<file path="config.mk">
export PLATFORM = sky130hd
export DESIGN_NAME = shift_sequencer
export DESIGN_NICKNAME = d
export VERILOG_FILES = /design/src/rtl/shift_seq_pkg.sv /design/src/rtl/shift_sequencer_stage.sv /design/src/rtl/shift_sequencer.sv
export SDC_FILE = /design/constraint.sdc
export NUM_CORES = 1
export LEC_CHECK = 0
export ABC_CLOCK_PERIOD_IN_PS = 2800
export CAP_MARGIN = 20
export CORE_MARGIN = 1
export CORE_UTILIZATION = 23
export DETAILED_ROUTE_END_ITERATION = 10
export DONT_BUFFER_PORTS = 1
export GPL_ROUTABILITY_DRIVEN = 0
export MAX_ROUTING_LAYER = met4
export PLACE_DENSITY = 0.46
export SKIP_CTS_REPAIR_TIMING = 1
export SYNTH_ARGS = -nofsm -noshare
export SYNTH_HDL_FRONTEND = slang
export SYNTH_SLANG_ARGS = --single-unit
</file>
<file path="constraint.sdc">
create_clock -name clk -period 2.8 [get_ports clk]
set_clock_uncertainty 0.2 [all_clocks]
set_input_delay 0.56 -clock clk [delete_from_list [all_inputs] [get_ports clk]]
set_output_delay 0.56 -clock clk [all_outputs]
set_load 0.005 [all_outputs]
</file>
<file path="src/rtl/shift_seq_pkg.sv">
// Shared definitions for the shift sequencer: widths, op encoding, FSM states,
// and a helper that finds the most significant set bit of a shift amount.
package shift_seq_pkg;

   localparam int DATA_W = 16;
   localparam int AMT_W  = 4;
   localparam int K_W    = 2;

   localparam logic [1:0] OP_ROL = 2'd0;  // rotate left
   localparam logic [1:0] OP_SLL = 2'd1;  // shift left logical
   localparam logic [1:0] OP_SRA = 2'd2;  // shift right arithmetic
   localparam logic [1:0] OP_SRL = 2'd3;  // shift right logical

   typedef enum logic [1:0] {
      IDLE  = 2'd0,
      SHIFT = 2'd1,
      DONE  = 2'd2
   } state_t;

   // Index of the highest set bit of amt; 0 when amt is 0.
   function automatic logic [K_W-1:0] msb_index(input logic [AMT_W-1:0] amt);
      msb_index = '0;
      for (int i = 0; i < AMT_W; i++) begin
         if (amt[i]) msb_index = K_W'(i);
      end
   endfunction

endpackage

</file>
<file path="src/rtl/shift_sequencer_stage.sv">
// shift_stage: one combinational shift by 2^k for the selected op.
// The arithmetic fill bit comes in separately so it always reflects the
// operand's sign at request time.
module shift_stage
   import shift_seq_pkg::*;
(
   input  logic [DATA_W-1:0] data,
   input  logic [1:0]        op,
   input  logic [K_W-1:0]    k,
   input  logic              sign,
   output logic [DATA_W-1:0] result
);

   logic [4:0]        sh;
   logic [DATA_W-1:0] fill_mask;

   assign sh        = 5'd1 << k;
   assign fill_mask = ~(16'hFFFF >> sh);

   // Select the shifted value for the requested operation.
   // NOTE: every always_comb output gets a default first so no latch can be inferred.
   always_comb begin
      result = data;
      case (op)
         OP_ROL:  result = (data << sh) | (data >> (5'd16 - sh));
         OP_SLL:  result = data << sh;
         OP_SRA:  result = (data >> sh) | (sign ? fill_mask : '0);
         OP_SRL:  result = data >> sh;
         default: result = data;
      endcase
   end

endmodule

</file>
<file path="src/rtl/shift_sequencer.sv">
// shift_sequencer: multi-cycle barrel shifter built from one reused 2^k stage.
// Default build steps k = 3,2,1,0 on every request (5-edge latency).
// Define SHIFT_SEQ_ZERO_SKIP_EN to visit only the set bits of the amount,
// msb first (popcount(amt)+1 edges; amt = 0 goes straight to DONE).
module shift_sequencer
   import shift_seq_pkg::*;
(
   input  logic              clk,
   input  logic              rst_n,
   input  logic              in_valid,
   output logic              in_ready,
   input  logic [DATA_W-1:0] in_data,
   input  logic [AMT_W-1:0]  in_amt,
   input  logic [1:0]        in_op,
   output logic              out_valid,
   input  logic              out_ready,
   output logic [DATA_W-1:0] out_data,
   output logic              busy
);

   state_t            state, state_nxt;
   logic [DATA_W-1:0] data_r;
   logic [AMT_W-1:0]  amt_r;
   logic [1:0]        op_r;
   logic              sign_r;
   logic [K_W-1:0]    k_r;
   logic [DATA_W-1:0] stage_out;
   logic [AMT_W-1:0]  amt_rem;
   logic              last_step;

   shift_stage u_stage (
      .data   (data_r),
      .op     (op_r),
      .k      (k_r),
      .sign   (sign_r),
      .result (stage_out)
   );

   // Remaining amount bits once the current stage is done, and end-of-shift detect.
   always_comb begin
      amt_rem = amt_r & ~(AMT_W'(1) << k_r);
`ifdef SHIFT_SEQ_ZERO_SKIP_EN
      last_step = (amt_rem == '0);
`else
      last_step = (k_r == '0);
`endif
   end

   // State register.
   // NOTE: sequential state uses non-blocking assignments so all flops update together.
   always_ff @(posedge clk or negedge rst_n) begin
      if (!rst_n) state <= IDLE;
      else        state <= state_nxt;
   end

   // Next-state logic.
   always_comb begin
      state_nxt = state;
      case (state)
         IDLE: begin
            if (in_valid) begin
`ifdef SHIFT_SEQ_ZERO_SKIP_EN
               state_nxt = (in_amt == '0) ? DONE : SHIFT;
`else
               state_nxt = SHIFT;
`endif
            end
         end
         SHIFT:   if (last_step) state_nxt = DONE;
         DONE:    if (out_ready) state_nxt = IDLE;
         default: state_nxt = IDLE;
      endcase
   end

   // Output decode; the result is masked to zero whenever it is not valid.
   always_comb begin
      in_ready  = (state == IDLE);
      busy      = (state != IDLE);
      out_valid = (state == DONE);
      out_data  = out_valid ? data_r : '0;
   end

   // Operand capture on accept and one stage step per SHIFT cycle; held in DONE.
   always_ff @(posedge clk or negedge rst_n) begin
      if (!rst_n) begin
         data_r <= '0;
         amt_r  <= '0;
         op_r   <= '0;
         sign_r <= 1'b0;
         k_r    <= '0;
      end else begin
         case (state)
            IDLE: begin
               if (in_valid) begin
                  data_r <= in_data;
                  amt_r  <= in_amt;
                  op_r   <= in_op;
                  sign_r <= in_data[DATA_W-1];
`ifdef SHIFT_SEQ_ZERO_SKIP_EN
                  k_r    <= msb_index(in_amt);
`else
                  k_r    <= K_W'(3);
`endif
               end
            end
            SHIFT: begin
`ifdef SHIFT_SEQ_ZERO_SKIP_EN
               data_r <= stage_out;
               amt_r  <= amt_rem;
               k_r    <= msb_index(amt_rem);
`else
               if (amt_r[k_r]) data_r <= stage_out;
               k_r <= k_r - 1'b1;
`endif
            end
            default: ;
         endcase
      end
   end

endmodule
</file>
# [Word level (Yosys, flattened, before mapping)]
# Cells that the tools add are included.
[totals] inputBits=26 regBits=27 out_inout_bits=19
[op_classes] shifts=5 add_sub_neg=2 n_mux=14 reduce_logical=9 n_eq_ne=9 n_bitwise=3 order_cmp=1
[op_table] operator="$mux 16" count=4
[op_table] operator="$pmux 16 s4" count=1
[op_table] operator="$or 16x16->16" count=2
[op_table] operator="$pmux 16 s2" count=1
[op_table] operator="$shr 16x5->16" count=2
[op_table] operator="$not 16->16" count=1
[op_table] operator="$shl 16x5->16" count=1
[op_table] operator="$shr 16x5->16 const A" count=1
[op_table] operator="$mux 2" count=4
[op_table] operator="$eq 2x2->1 const B" count=3
[op_table] operator="$logic_not 2->1" count=3
[op_table] operator="$ne 2x2->1 const B" count=3
[op_table] operator="$pmux 2 s3" count=1
[op_table] operator="$reduce_and 3->1" count=2
[op_table] operator="$shl 1x2->5 const A" count=1
[op_table] operator="$sub 5x5->5 const A" count=1
[op_table] operator="$eq 2x1->1 const B" count=2
[op_table] operator="$pmux 2 s2" count=1
[op_table] operator="$reduce_and 2->1" count=2
[op_table] operator="$reduce_bool 2->1" count=2
[op_table] operator="$lt 2x3->1 const B" count=1
[op_table] operator="$bmux 1 s2" count=1
[op_table] operator="$ne 2x1->1 const B" count=1
[op_table] operator="$sub 2x1->2 const B" count=1
[op_table] operator="$mux 1" count=1

# [Longest topological paths before layout]
[depth] depth_word=8 ltp_mapped=11 ltp_nobuf=8

# [By module]
# Synthesis repeated with hierarchy kept, for this count alone.
[hier_totals] cells_unflattened=367 hier_area_um2=3333.2
[by_module_without_submodules] mod="shift_stage" seq_area_each_um2=0.0 cells_each=257 area_each_um2=1865.5 n_inst=1
[by_module_without_submodules] mod="shift_sequencer" seq_area_each_um2=675.6 cells_each=110 area_each_um2=1467.7 n_inst=1

# [Worst setup path after synthesis]
# OpenSTA, ideal clock, no wires.
[synth_timing] path_type="register to register" from="register k_r[0]" to="register data_r[14]" setup_ns=0.104 path_stages_with_launch=11 path_slack_ns=-0.095 arrival_ns=2.591 cell_sequence="dfrtp_1 > ha_1 > buf_12 > inv_1 > clkbuf_1 > ha_1 > or3_1 > buf_2 > o21ai_1 > a211oi_1 > o41ai_2"
[synth_between] elab_chain_len=8 elab_cells_between_ends=17
[synth_lines] element="from (decl)" line_no="shift_sequencer.sv:26" rtl="logic [K_W-1:0] k_r;"
[synth_lines] element="from (signal assigned)" line_no="shift_sequencer.sv:113" rtl="k_r <= k_r - 1'b1;"
[synth_lines] element="parallel branches: the longest is 8 deep, another holds $sub 5x5->5"
[synth_lines] element="to (signal assigned)" line_no="shift_sequencer.sv:95" rtl="data_r <= in_data;"
[synth_lines] element="to (signal assigned)" line_no="shift_sequencer.sv:112" rtl="if (amt_r[k_r]) data_r <= stage_out;"
[synth_lines] element="to (decl)" line_no="shift_sequencer.sv:22" rtl="logic [DATA_W-1:0] data_r;"
# Several ways; the timed one is not identified. The select of a mux whose other input is x is not followed.
# A chain may end at the register's enable or synchronous reset.

# [Final worst setup path]
[layout_timing] from="register k_r[0]" to="register data_r[15]"
# Same word-level chain as after synthesis.

==> results.ini <==
[setup_path]
cp_max_fo=20
crit_path_end_kind=flop
timing.rr.start=k_r[0]$_DFFE_PN0P_
r2r_end=data_r[15]$_DFFE_PN0P_
reg2reg_depth=9
arrival_ns=2.71
cp-start-kind=flop
critical_path_class=reg2reg
rrSetupSlack_ns=0.06
crit_required_ns=2.77

[timing]
tns_ns=0
slew_headroom_pct=61.7
fin_crit_sh_pct=98.0
slew_violations=0
tightest_slew_ns=0.575
worst_slack_ns=0.0565
period_needed_ns=2.74
setup_viol=0
final-hold-violation-count=0
clock.fmax_mhz=364
rsz0062_at_grt=true

[layout]
nNetsFinal=485
syn_to_final_growth_pct=16.7
n_antenna_cell=0
final_common_cell=mux2i_1
ff_latch_area_um2=677
final_layout_size_suffix_gt1_share_pct=24.8
final_core_util_pct=27.7
finalInstanceArea_um2=4440
multiInputGateArea_um2=2850
fillers=1765
final_cell_mix=mux2i_1 (53), nand2_1 (46), buf_4 (46)

[drt]
wire_per_inst_um=21.8
initialDrtViolationCount=326
wirelength_um=14400
drc_errors=0
antenna_left=0
viasPerCell=5.66
vias=3756
first_pass_iters=5

[synth]
synth_nets=472
syn_inst=436
synth.avg_cell_area_um2=8.73
seq_area_frac_synth_pct=17.8
ys_types=62
ys.flop_type=dfrtp_1
yosys_warnings=0
async_flop_share_pct=100
ys_ff_latch=27
syn_area_um2=3800
synth_edf_count=0

[floorplanning]
die_x_um=131
core-area_um2=16000
die_area_um2=17100
initial_utilization_pct=23.8
die_h_um=131
rows=46
ios=45

[cts]
cts_htree_levels=1
clock_latency_ns=0.28
cts_tree=yes
cts_made_buffers=3
clockBufferDepth=2
clk_pin_slew_ns=0.07
cts.sinks=27
root_buffer=clkbuf_16

[global_route]
antenna_found_initial=0
grt_overflow=0
grt_pass1_vias=3521
grt_max_degree=37
grt_pass1_wl_um=21700
grt_usage_pct=17.4

[placement]
dp_hpwl_um=10900
portBuffers=0
post-place-ws_ns=-0.218
place_area_um2=4120

[job]
cap_viol_max_count=0

[run_status]
status=finished, final reports clean

[hold_path]
hp-class=in2reg
min_from=out_ready
holdPathEnd=state[1]$_DFFE_PN0P_
whs_path_depth=1

layer usage:
| layer | GRT usage, % | share of wire, % | vias to the layer above |
|---|---|---|---|
| met5 | - | 0 | - |
| met4 | 5.00 | 2.5 | 0 |
| met3 | 2.28 | 8.9 | 22 |
| met2 | 25.9 | 45 | 234 |
| met1 | 24.5 | 44 | 1828 |
| li1 | - | - | 1672 |
Yosys cell counts, types with 3 or more instances:
library cell	n	share of area, %
ha_1	10	3.3
and3_1	5	0.82
nor3_1	13	1.7
dfrtp_1	27	18
o21a_1	3	0.59
a221o_1	3	0.79
buf_2	11	1.4
o31ai_1	3	0.59
mux2_2	12	3.6
clkbuf_1	15	1.5
mux4_2	13	7.7
buf_12	3	1.6
o211ai_1	4	0.79
o21ai_1	13	1.7
a21oi_1	28	3.7
inv_1	7	0.69
a221oi_1	4	0.92
mux2i_1	58	15
nand2_1	46	4.5
o21ai_0	14	1.8
nor2b_1	7	1.2
a31oi_1	7	1.2
a211o_1	3	0.69
mux4_1	3	2.1
o221ai_1	4	0.92
and2_1	19	3.1
clkbuf_8	5	1.8
a211oi_1	12	2.4
nor2_1	24	2.4
nand2b_1	5	0.82
buf_6	7	2.1
o22ai_1	3	0.49
nand3_1	8	1.1
sequential cells by signal, summed over array words and instances, names as in the netlist:
signal	cells
k_r	2
sign_r	1
op_r	2
state	2
data_r	16
amt_r	4
stage by stage:
| step | hold WS (ns) | cells |
|---|---|---|
| final | 0.180 | 664 |
| after CTS | -0.236 | 656 |
| after detailed placement | 0.0652 | 652 |
| after global placement | 0.0652 | 652 |
| after global routing | 0.196 | 664 |
| after floorplan | 0.0644 | 436 |
worst max-delay path by stage:
stage	startpoint	to	depth (start not counted)
2_1_floorplan	k_r[0]$_DFFE_PN0P_	data_r[14]$_DFFE_PN0P_	10
3_3_place_gp	k_r[0]$_DFFE_PN0P_	data_r[6]$_DFFE_PN0P_	9
3_5_place_dp	k_r[0]$_DFFE_PN0P_	data_r[6]$_DFFE_PN0P_	9
4_1_cts	k_r[0]$_DFFE_PN0P_	data_r[6]$_DFFE_PN0P_	9
5_1_grt	k_r[0]$_DFFE_PN0P_	data_r[15]$_DFFE_PN0P_	9
6_report	k_r[0]$_DFFE_PN0P_	data_r[15]$_DFFE_PN0P_	9
critical path: stages (launching register included):
cell and delay, ns:
dfrtp_2 0.46, inv_1 0.09, ha_1 0.19, buf_12 0.19
mux4_1 0.62, mux2i_4 0.21, nand2_1 0.08, o31ai_1 0.15
a211oi_2 0.16, a221o_1 0.27
layout make-up:
cell class	count	share of cell area (%)
Multi-Input combinational cell	354	64.3
Sequential cell	27	15.2
Tap cell	216	6.09
Clock buffer	3	1.69
Timing Repair Buffer	55	11.8
Clock inverter	1	0.169
Inverter	8	0.676
logic make-up after synthesis:
| group | after synthesis | share of synthesized area (%) |
|---|---|---|
| flops | 27 | 17.8 |
| buf+inv | 55 | 10.7 |
| mux | 87 | 29.0 |
| simple gates | 136 | 17.7 |
| xor+xnor | 1 | 0.230 |
| compound gates | 120 | 21.4 |
| fa+ha+maj | 10 | 3.29 |
Power is left out: the tool's default activity adds up to more than one toggle a clock period on the data nets, which glitch-free logic cannot reach.
